--- src/rtl/axis_upsizer.sv ---
`default_nettype none
// ============================================================================
// Module   : axis_upsizer
// Brief    : Packs RATIO narrow AXI-Stream beats into one registered wide beat.
//            Optional packet boundaries: define AXIS_UPSIZER_TLAST_EN.
// Revision : 1.0 - initial release
// ============================================================================
module axis_upsizer #(
    parameter int DATA_W = 32,
    parameter int RATIO  = 4
) (
    input  logic                    clk,
    input  logic                    rst,
    input  logic [DATA_W-1:0]       s_axis_tdata,
    input  logic                    s_axis_tvalid,
    output logic                    s_axis_tready,
    output logic [RATIO*DATA_W-1:0] m_axis_tdata,
    output logic                    m_axis_tvalid,
    input  logic                    m_axis_tready
`ifdef AXIS_UPSIZER_TLAST_EN
    ,
    input  logic                    s_axis_tlast,
    output logic                    m_axis_tlast,
    output logic [RATIO-1:0]        m_axis_tkeep
`endif
);

    localparam int               CNT_W  = $clog2(RATIO);
    localparam int               BUF_W  = (RATIO-1)*DATA_W;
    localparam logic [CNT_W-1:0] C_LAST = CNT_W'(RATIO-1);

    logic [CNT_W-1:0]        r_cnt;
    logic [BUF_W-1:0]        r_buf;
    logic                    w_final;
    logic                    w_in_xfer;
    logic [RATIO*DATA_W-1:0] w_word;

`ifdef AXIS_UPSIZER_TLAST_EN
    logic [RATIO*DATA_W-1:0] w_full;
    logic [RATIO-1:0]        w_keep;

    assign w_final = (r_cnt == C_LAST) || s_axis_tlast;
    assign w_full  = {s_axis_tdata, r_buf};

    // A short packet keeps lanes 0..cnt and zeroes the rest so stale
    // buffer contents from an earlier packet never leak out.
    always_comb begin
        w_word = '0;
        w_keep = '0;
        for (int j = 0; j < RATIO; j++) begin
            if (j == int'(r_cnt)) begin
                w_word[j*DATA_W +: DATA_W] = s_axis_tdata;
                w_keep[j]                  = 1'b1;
            end else if (j < int'(r_cnt)) begin
                w_word[j*DATA_W +: DATA_W] = w_full[j*DATA_W +: DATA_W];
                w_keep[j]                  = 1'b1;
            end
        end
    end
`else
    assign w_final = (r_cnt == C_LAST);
    assign w_word  = {s_axis_tdata, r_buf};
`endif

    // Only the word-completing beat has to wait for the output register.
    assign s_axis_tready = !w_final || !m_axis_tvalid || m_axis_tready;
    assign w_in_xfer     = s_axis_tvalid && s_axis_tready;

    always_ff @(posedge clk) begin
        if (rst) begin
            r_cnt         <= '0;
            m_axis_tvalid <= 1'b0;
        end else begin
            if (w_in_xfer) begin
                r_cnt <= w_final ? '0 : r_cnt + CNT_W'(1);
            end
            if (w_in_xfer && w_final) begin
                m_axis_tvalid <= 1'b1;
            end else if (m_axis_tready) begin
                m_axis_tvalid <= 1'b0;
            end
        end
    end

    always_ff @(posedge clk) begin
        if (w_in_xfer) begin
            for (int i = 0; i < RATIO-1; i++) begin
                if (int'(r_cnt) == i) begin
                    r_buf[i*DATA_W +: DATA_W] <= s_axis_tdata;
                end
            end
            if (w_final) begin
                m_axis_tdata <= w_word;
`ifdef AXIS_UPSIZER_TLAST_EN
                m_axis_tkeep <= w_keep;
                m_axis_tlast <= s_axis_tlast;
`endif
            end
        end
    end

endmodule
`default_nettype wire

--- config.mk ---
export PLATFORM = sky130hd
export DESIGN_NAME = axis_upsizer
export DESIGN_NICKNAME = d
export VERILOG_FILES = /design/src/rtl/axis_upsizer.sv
export SDC_FILE = /design/constraint.sdc
export NUM_CORES = 1
export LEC_CHECK = 0
export CAP_MARGIN = 15
export CELL_PAD_IN_SITES_DETAIL_PLACEMENT = 1
export CELL_PAD_IN_SITES_GLOBAL_PLACEMENT = 1
export CORE_UTILIZATION = 40
export DETAILED_ROUTE_END_ITERATION = 12
export PLACE_DENSITY = 0.86
export SLEW_MARGIN = 20
export SYNTH_ARGS = -nofsm -noshare
export SYNTH_HDL_FRONTEND = slang
export SYNTH_SLANG_ARGS = --single-unit
export TNS_END_PERCENT = 1
--- constraint.sdc ---
create_clock -name clk -period 3.15 [get_ports clk]
set_clock_uncertainty 0.1 [all_clocks]
set_input_delay 0.63 -clock clk [delete_from_list [all_inputs] [get_ports clk]]
set_output_delay 0.63 -clock clk [all_outputs]
set_load 0.005 [all_outputs]
==> run summary, run 1 <==
total power = 6240 uW
Clock Latency Late Sink = 0.49 ns
WP buf/inv = 1
Avg Cell Area, Syn = 28.3 um^2
post-route DRC violation count = 0
EDFF count, synth = 224
die width = 134 um
TritonCTS buffer count = 23
total core area = 16800 um^2
H-tree levels = 1
CP top delay family = buffers and inverters
largest cells by area after synthesis = edfxtp_1 (97%), dfxtp_1 (0.86%), ha_1 (0.72%)
Crit Path Max Fanout = 6
# resized after CTS = 0
Initial Util = 41.5%
number of cells on the critical path = 3
max_slew headroom = 65.8%
CP Capture Type = output pin
total number of vias = 3098
Routed WL = 13900 um
via count of the first global-routing pass = 3363
I/O pin count = 166
filler-free cell count of the finished design = 680
Final setup viols = 0
synth cell count leaders = edfxtp_1 (224), and3_2 (4), ha_1 (4), dfxtp_1 (3)
setup bufs post-CTS = 0
period utilisation layout = 79.7%
I/O Buffers = 165
cts hold-fix bufs = 0
Seq/Total Area, Yosys = 97.6%
top cell type's share of synthesized area = 96.8%
Final Max Tran Viols = 0
DR vias/cell = 4.56
Worst Reg-to-Reg Cells = 4
Netlist cell types = 13
fillers = 1407
FFs w/ async S/R, synth = 0%
share of layout cells above drive strength 1 = 10.0%
P_leak = 0.00324 uW
row cnt = 47
register bit total from synthesis = 227
largest net degree at the start of global routing = 44
fin crit period = 2.51 ns
Setup TNS Final = 0 ns
Max Fclk = 0.399 GHz
Final GP Congestion = 0.696
first-pass GRT wire length = 20600 um
CP arrival = 1.78 ns
CTS tree = done
Worst Path Required = 2.42 ns
total congestion overflow = 0
Top FF cell, synth = edfxtp_1
CTS sink cnt = 227
CP Class = flip-flop to output pin
Syn Std Cell Area = 6950 um^2
crit start category = flip-flop
Global Route Usage Sum = 15.8%
number of routed nets with antenna violations = 0
die area = 17900 um^2
Area Growth Syn to Fin = 40.2%
Pwr Density = 640 nW/um^2
ant diodes = 0
Gate Count Post-Synth = 246
Reg clk slew, reported paths = 0.06 ns
max-capacitance violation count = 0
min-delay worst type = flip-flop to flip-flop
most common cell in the netlist = edfxtp_1
DR iter-0 viols = 160
hpwl dp = 9460 um
drt pass-1 iters = 4
Avg WL per Cell = 20.4 um
ordered cell list for the critical path = ha_1, nand3b_4, clkdlybuf4s50_1
worst vdd ir = 0.424 mV
Synth warnings = 0
Syn Nets = 286
Hold Fails Final Rpt = 0
final core occ = 58.1%
Die Ht = 134 um
slowest cell on the critical path = clkdlybuf4s50_1
clock tree root buffer cell = clkbuf_16
CP max stage delay = 0.46 ns
hold path depth = 0
hold_ws = 0.312 ns
Max Buffers Root-to-Sink = 3
status = finished clean
placed cell count = 639
Nets = 484
Slew @ Worst Pin = 0.513 ns
Synth area leader = edfxtp_1
RSZ-0062 raised after global routing = no
initial antenna violation count = 0
## sequential cells by signal, summed over array words and instances, names as in the netlist
signal         count
m_axis_tdata     128
m_axis_tvalid      1
r_buf             96
r_cnt              2
## logic make-up (layout without fill, tap and decap cells)
logic type	after synthesis	in the layout	synth area share [%]
adder cells (fa/ha/maj)	4	4	0.720
buffers and inverters	2	216	0.108
flip-flops	227	227	97.6
AO/OA/AOI/OAI	3	3	0.288
AND/OR/NAND/NOR	10	10	1.26
## stage by stage
step	area [um^2]	setup slack (ns)
floorplan	6950	0.272
global placement	9000	0.659
detailed placement	9000	0.634
CTS	9750	0.620
global route	9750	0.576
finish	9750	0.641
## worst paths after layout
path / from / to / slack, ns
setup / recovery: r_cnt[0]$_SDFFE_PP0P_ / s_axis_tready / 0.64
hold / removal: r_buf[74]$_DFFE_PP_ / m_axis_tdata[74]$_DFFE_PP_ / 0.31
setup reg to reg: r_cnt[0]$_SDFFE_PP0P_ / r_buf[10]$_DFFE_PP_ / 1.20
hold reg to reg: r_buf[74]$_DFFE_PP_ / m_axis_tdata[74]$_DFFE_PP_ / 0.31
## final cells by class
type / count / area [um^2] / share of cell area, %
Inverter: 2 / 7.51 / 0.0770
Timing Repair Buffer: 173 / 1770 / 18.2
Tap cell: 220 / 275 / 2.82
Clock inverter: 15 / 154 / 1.58
Multi-Input combinational cell: 17 / 161 / 1.66
Clock buffer: 26 / 587 / 6.02
Sequential cell: 227 / 6790 / 69.6
## power breakdown
part | switching [uW] | internal, uW
logic | 90.3 | 79.5
clock network | 1050 | 1580
registers | 25.3 | 3410
total | 1170 | 5070
## placed cells by master (no fill, tap or decap), types with 2 or more instances in the layout
cell and instances:
ha_1 4, and3_2 3, clkbuf_1 3, clkinv_2 5, inv_1 2, edfxtp_1 224
bufinv_16 3, clkbuf_16 23, buf_12 5, clkdlybuf4s50_1 165, clkinv_1 6, o31ai_1 2
dfxtp_1 3, buf_4 3
## metal layers
| layer | wire, um | vias up | track usage [%] |
|---|---|---|---|
| met2 | 7580 | 120 | 29.2 |
| met4 | 238 | 0 | 4.04 |
| li1 | - | 1407 | - |
| met1 | 5220 | 1545 | 18.3 |
| met3 | 831 | 26 | 3.51 |
| met5 | 0 | - | 0 |
Power figures use the tool's default switching activity.
==> run 2, diff against run 1 <==
Settings changed: CORE_UTILIZATION 40 to 38, PLACE_DENSITY 0.86 to 0.85.
Clock period 3.15 ns to 2.3 ns, I/O delays scaled along.
==> run 2 against run 1 <==
Sequential cell count stayed put. Utilization down 4.4 points. Global-route usage down 2.0 points. Worst setup slack lost 0.54 ns. Sequential power is 37% higher.
==> run summary, run 2 (synthesized netlist as in run 1, its figures left out) <==
hpwl dp = 8940 um
Pwr Density = 841 nW/um^2
Crit Path Max Fanout = 6
fin crit period = 2.20 ns
crit start category = flip-flop
CP Class = flip-flop to output pin
Final GP Congestion = 0.677
Area Growth Syn to Fin = 38.9%
clock tree root buffer cell = clkbuf_16
ant diodes = 0
period utilisation layout = 95.5%
Final setup viols = 0
total congestion overflow = 0
Die Ht = 137 um
via count of the first global-routing pass = 3236
CTS sink cnt = 227
DR iter-0 viols = 148
Routed WL = 13300 um
die area = 18800 um^2
max-capacitance violation count = 0
Initial Util = 38.7%
total power = 8120 uW
H-tree levels = 1
drt pass-1 iters = 4
total number of vias = 3078
min-delay worst type = flip-flop to flip-flop
I/O pin count = 166
TritonCTS buffer count = 23
share of layout cells above drive strength 1 = 9.47%
largest register by flop count = m_axis_tdata
CTS tree = done
post-route DRC violation count = 0
Global Route Usage Sum = 13.8%
first-pass GRT wire length = 18700 um
Worst Path Required = 1.74 ns
Hold Fails Final Rpt = 0
top flop regs = m_axis_tdata: 128 flops, r_buf: 96 flops, r_cnt: 2 flops
P_leak = 0.00318 uW
Post-Place Worst Slack = 0.117 ns
row cnt = 49
Slew @ Worst Pin = 0.343 ns
max reg flops = 128
commonest cells after routing, fill and taps aside = edfxtp_1 (224), clkdlybuf4s50_1 (165), clkbuf_16 (23), clkbuf_1 (6), buf_12 (5)
largest net degree at the start of global routing = 58
Hold Crit Endpoint = m_axis_tdata[30]$_DFFE_PP_
DR vias/cell = 4.51
Nets = 482
Worst Reg-to-Reg Cells = 3
Avg WL per Cell = 19.5 um
number of routed nets with antenna violations = 0
CP arrival = 1.64 ns
reg2reg setup slack = 0.74 ns
Final Max Tran Viols = 0
worst r2r src = r_cnt[0]$_SDFFE_PP0P_
worst vdd ir = 0.548 mV
CP Capture Type = output pin
Setup TNS Final = 0 ns
most common cell after layout, fill and taps aside = edfxtp_1
I/O Buffers = 165
Max Buffers Root-to-Sink = 3
initial antenna violation count = 0
max_slew headroom = 76.9%
hold path depth = 0
RR Endpoint = m_axis_tdata[27]$_DFFE_PP_
setup ws final = 0.105 ns
Reg clk slew, reported paths = 0.06 ns
RSZ-0062 raised after global routing = no
Max Fclk = 0.456 GHz
status = finished clean
die width = 137 um
hold_sp = r_buf[30]$_DFFE_PP_
total core area = 18000 um^2
Clock Latency Late Sink = 0.49 ns
[run 2: cell types whose count changed in the layout (fill, tap and decap cells not counted)]
cell,previous run,this run
ha_1,4,3
clkinv_2,5,4
bufinv_16,3,0
clkinv_1,6,3
clkinv_8,1,0
ha_4,0,1
buf_4,3,1
dfxtp_2,0,2
clkbuf_1,3,6
inv_6,0,1
dfxtp_1,3,1
[run 2: area by class of cell]
class	count	area, um^2
fillers	1569	8310
flip-flops and latches	227	6790
repair buffers	171	1760
clock buffers	29	598
well taps	229	287
multi-input cells	17	174
clock inverters	8	40.0
inverters	2	7.51
[run 2: metal layers]
| layer | vias up | part of all wire (%) | global-route usage [%] |
|---|---|---|---|
| met3 | 22 | 7.1 | 3.50 |
| met5 | - | 0 | 0 |
| met1 | 1536 | 37 | 15.1 |
| li1 | 1392 | - | - |
| met4 | 0 | 2.1 | 4.46 |
| met2 | 128 | 54 | 25.9 |
[run 2: worst max path at each step]
stage	startpoint	end	cells after the start
CTS	r_cnt[0]$_SDFFE_PP0P_	s_axis_tready	3
global route	r_cnt[0]$_SDFFE_PP0P_	s_axis_tready	3
global placement	m_axis_tready	s_axis_tready	3
finish	r_cnt[0]$_SDFFE_PP0P_	s_axis_tready	3
detailed placement	m_axis_tready	s_axis_tready	3
floorplan	r_cnt[0]$_SDFFE_PP0P_	m_axis_tdata[0]$_DFFE_PP_	2
[run 2: worst max-delay path, cell delays in order (launching register included)]
cell             delay (ns)
dfxtp_2                0.35
ha_4                   0.18
nand3b_4               0.10
clkdlybuf4s50_1        0.51
[run 2: power breakdown]
part / internal [uW] / switching [uW]
clock network: 1820 / 1370
logic: 109 / 121
registers: 4670 / 32.1
[run 2: stage by stage]
stage,hold slack [ns],cell area (um^2),std cells,utilization [%]
global route,0.318,9650,683,53.7
CTS,0.315,9640,683,53.7
finish,0.312,9650,683,53.7
global placement,0.301,9000,646,50.1
floorplan,0.300,6960,246,-
detailed placement,0.305,9000,646,50.1
[run 2: what timing repair did]
item | in CTS | in global routing
hold buffers | 0 | 0
gates resized for setup | 1 | 3
pin swaps | 0 | 0
setup buffers | 0 | 0
endpoints found under the setup margin | 1 | 1
cloned | 0 | 0
==> run 3, diff against run 2 <==
Settings changed: CORE_MARGIN set to 2, GPL_TIMING_DRIVEN set to 0, MAX_ROUTING_LAYER set to met4.
==> run 3 against run 2 <==
Sequential cell count unchanged. Highest routed layer unchanged. Die area increased by 2.9%. Fmax decreased by 0.69%. Total power up 6.4%. Sequential power hardly changed. Hold slack worse by 0.0019 ns. Clock power increased by 17%.
==> run summary, run 3 (synthesized netlist as in run 1, its figures left out) <==
status = finished clean
Worst Reg-to-Reg Cells = 3
final core occ = 54.2%
total core area = 18000 um^2
row cnt = 49
initial antenna violation count = 0
area of the multi-input gates = 174 um^2
Net Sw Frac = 19.0%
setup ws final = 0.0893 ns
CP max stage delay = 0.51 ns
Pwr Density = 888 nW/um^2
CP top delay family = buffers and inverters
Max Buffers Root-to-Sink = 3
total number of vias = 3075
Reg clk slew, reported paths = 0.06 ns
CTS sink cnt = 227
Hold Fails Final Rpt = 0
post-route DRC violation count = 0
Logic pwr share = 2.5%
largest register by flop count = m_axis_tdata
Internal Power = 7000 uW
Avg WL per Cell = 19.9 um
cts hold-fix bufs = 0
largest net degree at the start of global routing = 60
I/O pin count = 166
worst r2r src = r_cnt[0]$_SDFFE_PP0P_
WP buf/inv = 1
Slew @ Worst Pin = 0.978 ns
most common cell after layout, fill and taps aside = edfxtp_1
TritonCTS buffer count = 23
max-capacitance violation count = 0
total congestion overflow = 0
crit start category = flip-flop
share of power burned in registers = 54.4%
Max Fclk = 0.452 GHz
hold path depth = 0
reg2reg setup slack = 0.32 ns
worst vdd ir = 0.516 mV
clock network power share = 43.1%
period utilisation layout = 96.1%
Post-Place Worst Slack = -0.223 ns
slowest cell on the critical path = clkdlybuf4s50_1
Psw = 1650 uW
P_leak = 0.00321 uW
Register Area = 6790 um^2
ordered cell list for the critical path = ha_4, nand3b_4, clkdlybuf4s50_1
Final setup viols = 0
I/O Buffers = 165
fillers = 1581
Clock Latency Late Sink = 0.50 ns
number of routed nets with antenna violations = 0
DR iter-0 viols = 145
Nets = 478
CP arrival = 1.65 ns
clock tree root buffer cell = clkbuf_16
CTS tree = done
Die Ht = 139 um
Worst Path Required = 1.74 ns
ant diodes = 0
Area Growth Syn to Fin = 40.0%
CP Capture Type = output pin
hold_sp = r_buf[78]$_DFFE_PP_
H-tree levels = 1
CP Class = flip-flop to output pin
die width = 139 um
RR Endpoint = r_buf[76]$_DFFE_PP_
top flop regs = m_axis_tdata: 128 flops, r_buf: 96 flops, r_cnt: 2 flops
share of layout cells above drive strength 1 = 9.89%
setup bufs post-CTS = 0
Routed WL = 13600 um
min-delay worst type = flip-flop to flip-flop
Initial Util = 38.7%
fin crit period = 2.21 ns
max reg flops = 128
hpwl dp = 8580 um
drt pass-1 iters = 4
Hold Crit Endpoint = m_axis_tdata[78]$_DFFE_PP_
DR vias/cell = 4.50
first-pass GRT wire length = 20400 um
Crit Path Max Fanout = 6
die area = 19400 um^2
RSZ-0062 raised after global routing = no
via count of the first global-routing pass = 3428
total power = 8640 uW
max_slew headroom = 34.8%
Final Max Tran Viols = 0
Global Route Usage Sum = 14.3%
Final GP Congestion = 0.654
commonest cells after routing, fill and taps aside = edfxtp_1 (224), clkdlybuf4s50_1 (165), clkbuf_16 (23), clkbuf_1 (5)
[run 3: changes by cell type in the layout (fill, tap and decap cells not counted)]
cell / previous run / this run
clkbuf_8: 0 / 1
inv_16: 0 / 1
clkbuf_1: 6 / 5
bufinv_16: 0 / 3
buf_4: 1 / 0
buf_16: 0 / 2
clkinv_2: 4 / 3
clkinvlp_4: 0 / 2
buf_12: 5 / 0
[run 3: per-stage QoR]
step / instance area (um^2) / std cells / hold WS, ns / setup TNS [ns]
floorplan: 6960 / 246 / 0.300 / 0
global placement: 8890 / 640 / 0.302 / -86.14
detailed placement: 8950 / 642 / 0.305 / -20.12
CTS: 9730 / 684 / 0.310 / 0
global route: 9730 / 684 / 0.311 / 0
finish: 9730 / 684 / 0.310 / 0
[run 3: cell type report]
class | instances | share of cell area, %
Clock buffer | 29 | 6.25
Clock inverter | 13 | 1.65
Tap cell | 229 | 2.94
Inverter | 2 | 0.0771
Timing Repair Buffer | 167 | 17.5
Sequential cell | 227 | 69.8
Multi-Input combinational cell | 17 | 1.79
[run 3: worst max-delay path by stage]
stage	start	endpoint	slack [ns]	depth (start not counted)
after floorplan	r_cnt[0]$_SDFFE_PP0P_	m_axis_tdata[0]$_DFFE_PP_	0.17	2
after global placement	s_axis_tvalid	m_axis_tdata[106]$_DFFE_PP_	-0.58	2
after detailed placement	s_axis_tvalid	r_buf[82]$_DFFE_PP_	-0.22	2
after CTS	r_cnt[0]$_SDFFE_PP0P_	s_axis_tready	0.02	3
after global routing	r_cnt[0]$_SDFFE_PP0P_	s_axis_tready	0.05	3
final	r_cnt[0]$_SDFFE_PP0P_	s_axis_tready	0.09	3
[run 3: per-layer routing]
metal | part of all wire (%) | routed length [um] | vias to the layer above | global-route usage [%]
met3 | 6.3 | 859 | 28 | 3.75
met1 | 38 | 5130 | 1532 | 15.7
met5 | 0 | 0 | - | -
met2 | 53 | 7260 | 126 | 25.4
met4 | 2.5 | 345 | 0 | 4.41
li1 | - | - | 1389 | -
[run 3: repair_timing]
action	in CTS	in global routing
pin swaps	1	0
endpoints found under the setup margin	1	1
resized for setup	2	2
[run 3: power groups by stage]
stage	sequential, uW	combinational (uW)	clock (uW)
after floorplan	4780	53.7	0
after global placement	4780	206	0
after detailed placement	4790	222	0
after CTS	4700	224	3840
after global routing	4710	238	3980
final	4700	217	3720
==> RTL edit (flow settings as in run 2) <==
The option `AXIS_UPSIZER_TLAST_EN` is turned on by a define.
--- a/src/rtl/axis_upsizer.sv
+++ b/src/rtl/axis_upsizer.sv
@@ -5,6 +5,8 @@
 //            Optional packet boundaries: define AXIS_UPSIZER_TLAST_EN.
 // Revision : 1.0 - initial release
 // ============================================================================
+`define AXIS_UPSIZER_TLAST_EN
+
 module axis_upsizer #(
     parameter int DATA_W = 32,
     parameter int RATIO  = 4
Interface: changed (added m_axis_tkeep, m_axis_tlast and s_axis_tlast); port bits go from 166 to 172. The function was not compared with the original's and may differ.
==> RTL edit against run 2 <==
Routed wire length grew 40%; area after synthesis grew 21%; global-route usage grew 2.6 points; first-iteration DRC count grew 62%; sequential cell count grew 5; worst setup slack gained 0.0099 ns; sequential share of layout area shrank 9.5 points; cell area grew 18%.
Power is not compared: it rests on default switching activity, and its combinational part moved more than twofold at a synthesized area within 25%.
==> RTL edit: results (changes against run 2) <==
----------------------------------------------------
[Layout]
  # clk buffers ... 28 (was 29)
  Layout Nets ... 654 (was 482)
  Share of post-route cells with drive strength above 1 ... 17.2% (was 9.47%)
  Clock buffers and inverters, area share ... 6.23% (was 6.61%)
  Fill cell instance count of the final layout ... 2000 (was 1569)
  Layout multi-input combinational cell count ... 159 (was 17)
  Biggest registers after layout ... m_axis_tdata x128, r_buf x96, m_axis_tkeep x4 (was m_axis_tdata x128, r_buf x96, r_cnt x2)
  Total area of sequential cells ... 6940 um2 (was 6790 um2)

[Global routing]
  Gr usage total ... 16.3% (was 13.8%)
  Met3 usage in global routing ... 3.70% (was 3.50%)
  Largest net degree at the start of global routing ... 43 (was 58)
  GR Util met1 ... 20.6% (was 15.1%)
  GR Layer Usage met2 ... 28.5% (was 25.9%)
  First-pass GRT wire length ... 27800 um (was 18700 um)
  Via count of the first global-routing pass ... 4742 (was 3236)

[Timing]
  Relative max-transition margin ... 42.3% (was 76.9%)
  Final Hold Slack ... 0.432 ns (was 0.312 ns)
  Post-route fraction of the period consumed by the critical path ... 95.0% (was 95.5%)

[Logic synthesis]
  Synth Area per Inst ... 20.4 um2 (was 28.3 um2)
  Synthesized flop and latch total ... 232 (was 227)
  Count of unique library cells instantiated by Yosys ... 27 (was 13)
  Net count after synthesis ... 456 (was 286)
  Register area share after synthesis ... 82.1% (was 97.6%)
  Number of synthesized flops with an enable pin ... 229 (was 224)

[Drt]
  WL met3 ... 1050 um (was 952 um)
  Metal-1 WL ... 7790 um (was 4910 um)
  Post-DR vias/cell ... 4.93 (was 4.51)
  Initial detailed-routing violation count ... 240 (was 148)

[Critical path]
  Source of the worst register-to-register timing path ... r_cnt[0]$_SDFFE_PP0N_ (was r_cnt[0]$_SDFFE_PP0P_)
  Launch point of the worst path ... s_axis_tlast (was r_cnt[0]$_SDFFE_PP0P_)
  R2R setup slack ... 0.27 ns (was 0.74 ns)
  Depth of the worst register-to-register path ... 5 (was 3)
  Endpoint of the worst-slack reg-to-reg timing path ... m_axis_tdata[71]$_DFFE_PP_ (was m_axis_tdata[27]$_DFFE_PP_)
  Critical path fanouts, max ... 3 (was 6)

[Place]
  Final estimated routing congestion in global placement ... 0.722 (was 0.677)
  Number of port buffers ... 171 (was 165)
  Placement-stage worst setup slack ... -0.0725 ns (was 0.117 ns)

[Clocking]
  Inserted Clock Buffers ... 24 (was 23)

[Hold path]
  End of the worst hold path ... m_axis_tdata[76]$_DFFE_PP_ (was m_axis_tdata[30]$_DFFE_PP_)
  Launch instance of the worst min-delay path ... r_buf[76]$_DFFE_PP_ (was r_buf[30]$_DFFE_PP_)
  Worst hold stages ... 1 (was 0)

[Status]
  Run status ... finished clean (unchanged)

----------------------------------------------------
RTL edit: cell count changes after synthesis, moves of 5 or more:
cell / delta
sky130_fd_sc_hd__nand2_1: +5
sky130_fd_sc_hd__buf_2: +8
sky130_fd_sc_hd__and2_1: +33
sky130_fd_sc_hd__mux2_2: +32
sky130_fd_sc_hd__buf_4: +7
sky130_fd_sc_hd__a22o_1: +61
sky130_fd_sc_hd__edfxtp_1: +5
RTL edit: through the flow:
step / setup TNS, ns / utilization (%) / total power (uW)
after detailed placement: -5.40 / 49.0 / 5660
final: 0 / 52.3 / 9080
after global placement: -0.0483 / 49.0 / 5630
after CTS: 0 / 52.3 / 9180
after global routing: 0 / 52.3 / 9350
after floorplan: -20.15 / - / 5210
RTL edit: critical path, cell delays in order:
cell and delay [ns]:
sky130_fd_sc_hd__clkdlybuf4s50_1 0.55, sky130_fd_sc_hd__nor2_4 0.06, sky130_fd_sc_hd__or2_2 0.29, sky130_fd_sc_hd__dlygate4sd2_1 0.27
RTL edit: repair_timing:
action | in CTS | in global routing
endpoints found under the hold margin | 0 | 0
resized for setup | 3 | 0
buffers inserted | 2 | 0
setup endpoints to repair | 1 | 0
hold buffers | 0 | 0
RTL edit: power by group:
group          internal, uW  switching, uW
Combinational           360            303
Clock                  1980           1540
Sequential             4850           56.3
Total                  7180           1900
RTL edit: logic make-up after synthesis:
| kind of cell | count (synthesis) | share of synthesized area [%] |
|---|---|---|
| multiplexers | 32 | 4.27 |
| AND/OR/NAND/NOR | 52 | 3.79 |
| adder cells (fa/ha/maj) | 5 | 0.741 |
| AO/OA/AOI/OAI | 69 | 7.30 |
| buffers and inverters | 23 | 1.72 |
| flip-flops | 232 | 82.1 |
| other | 1 | 0.0444 |
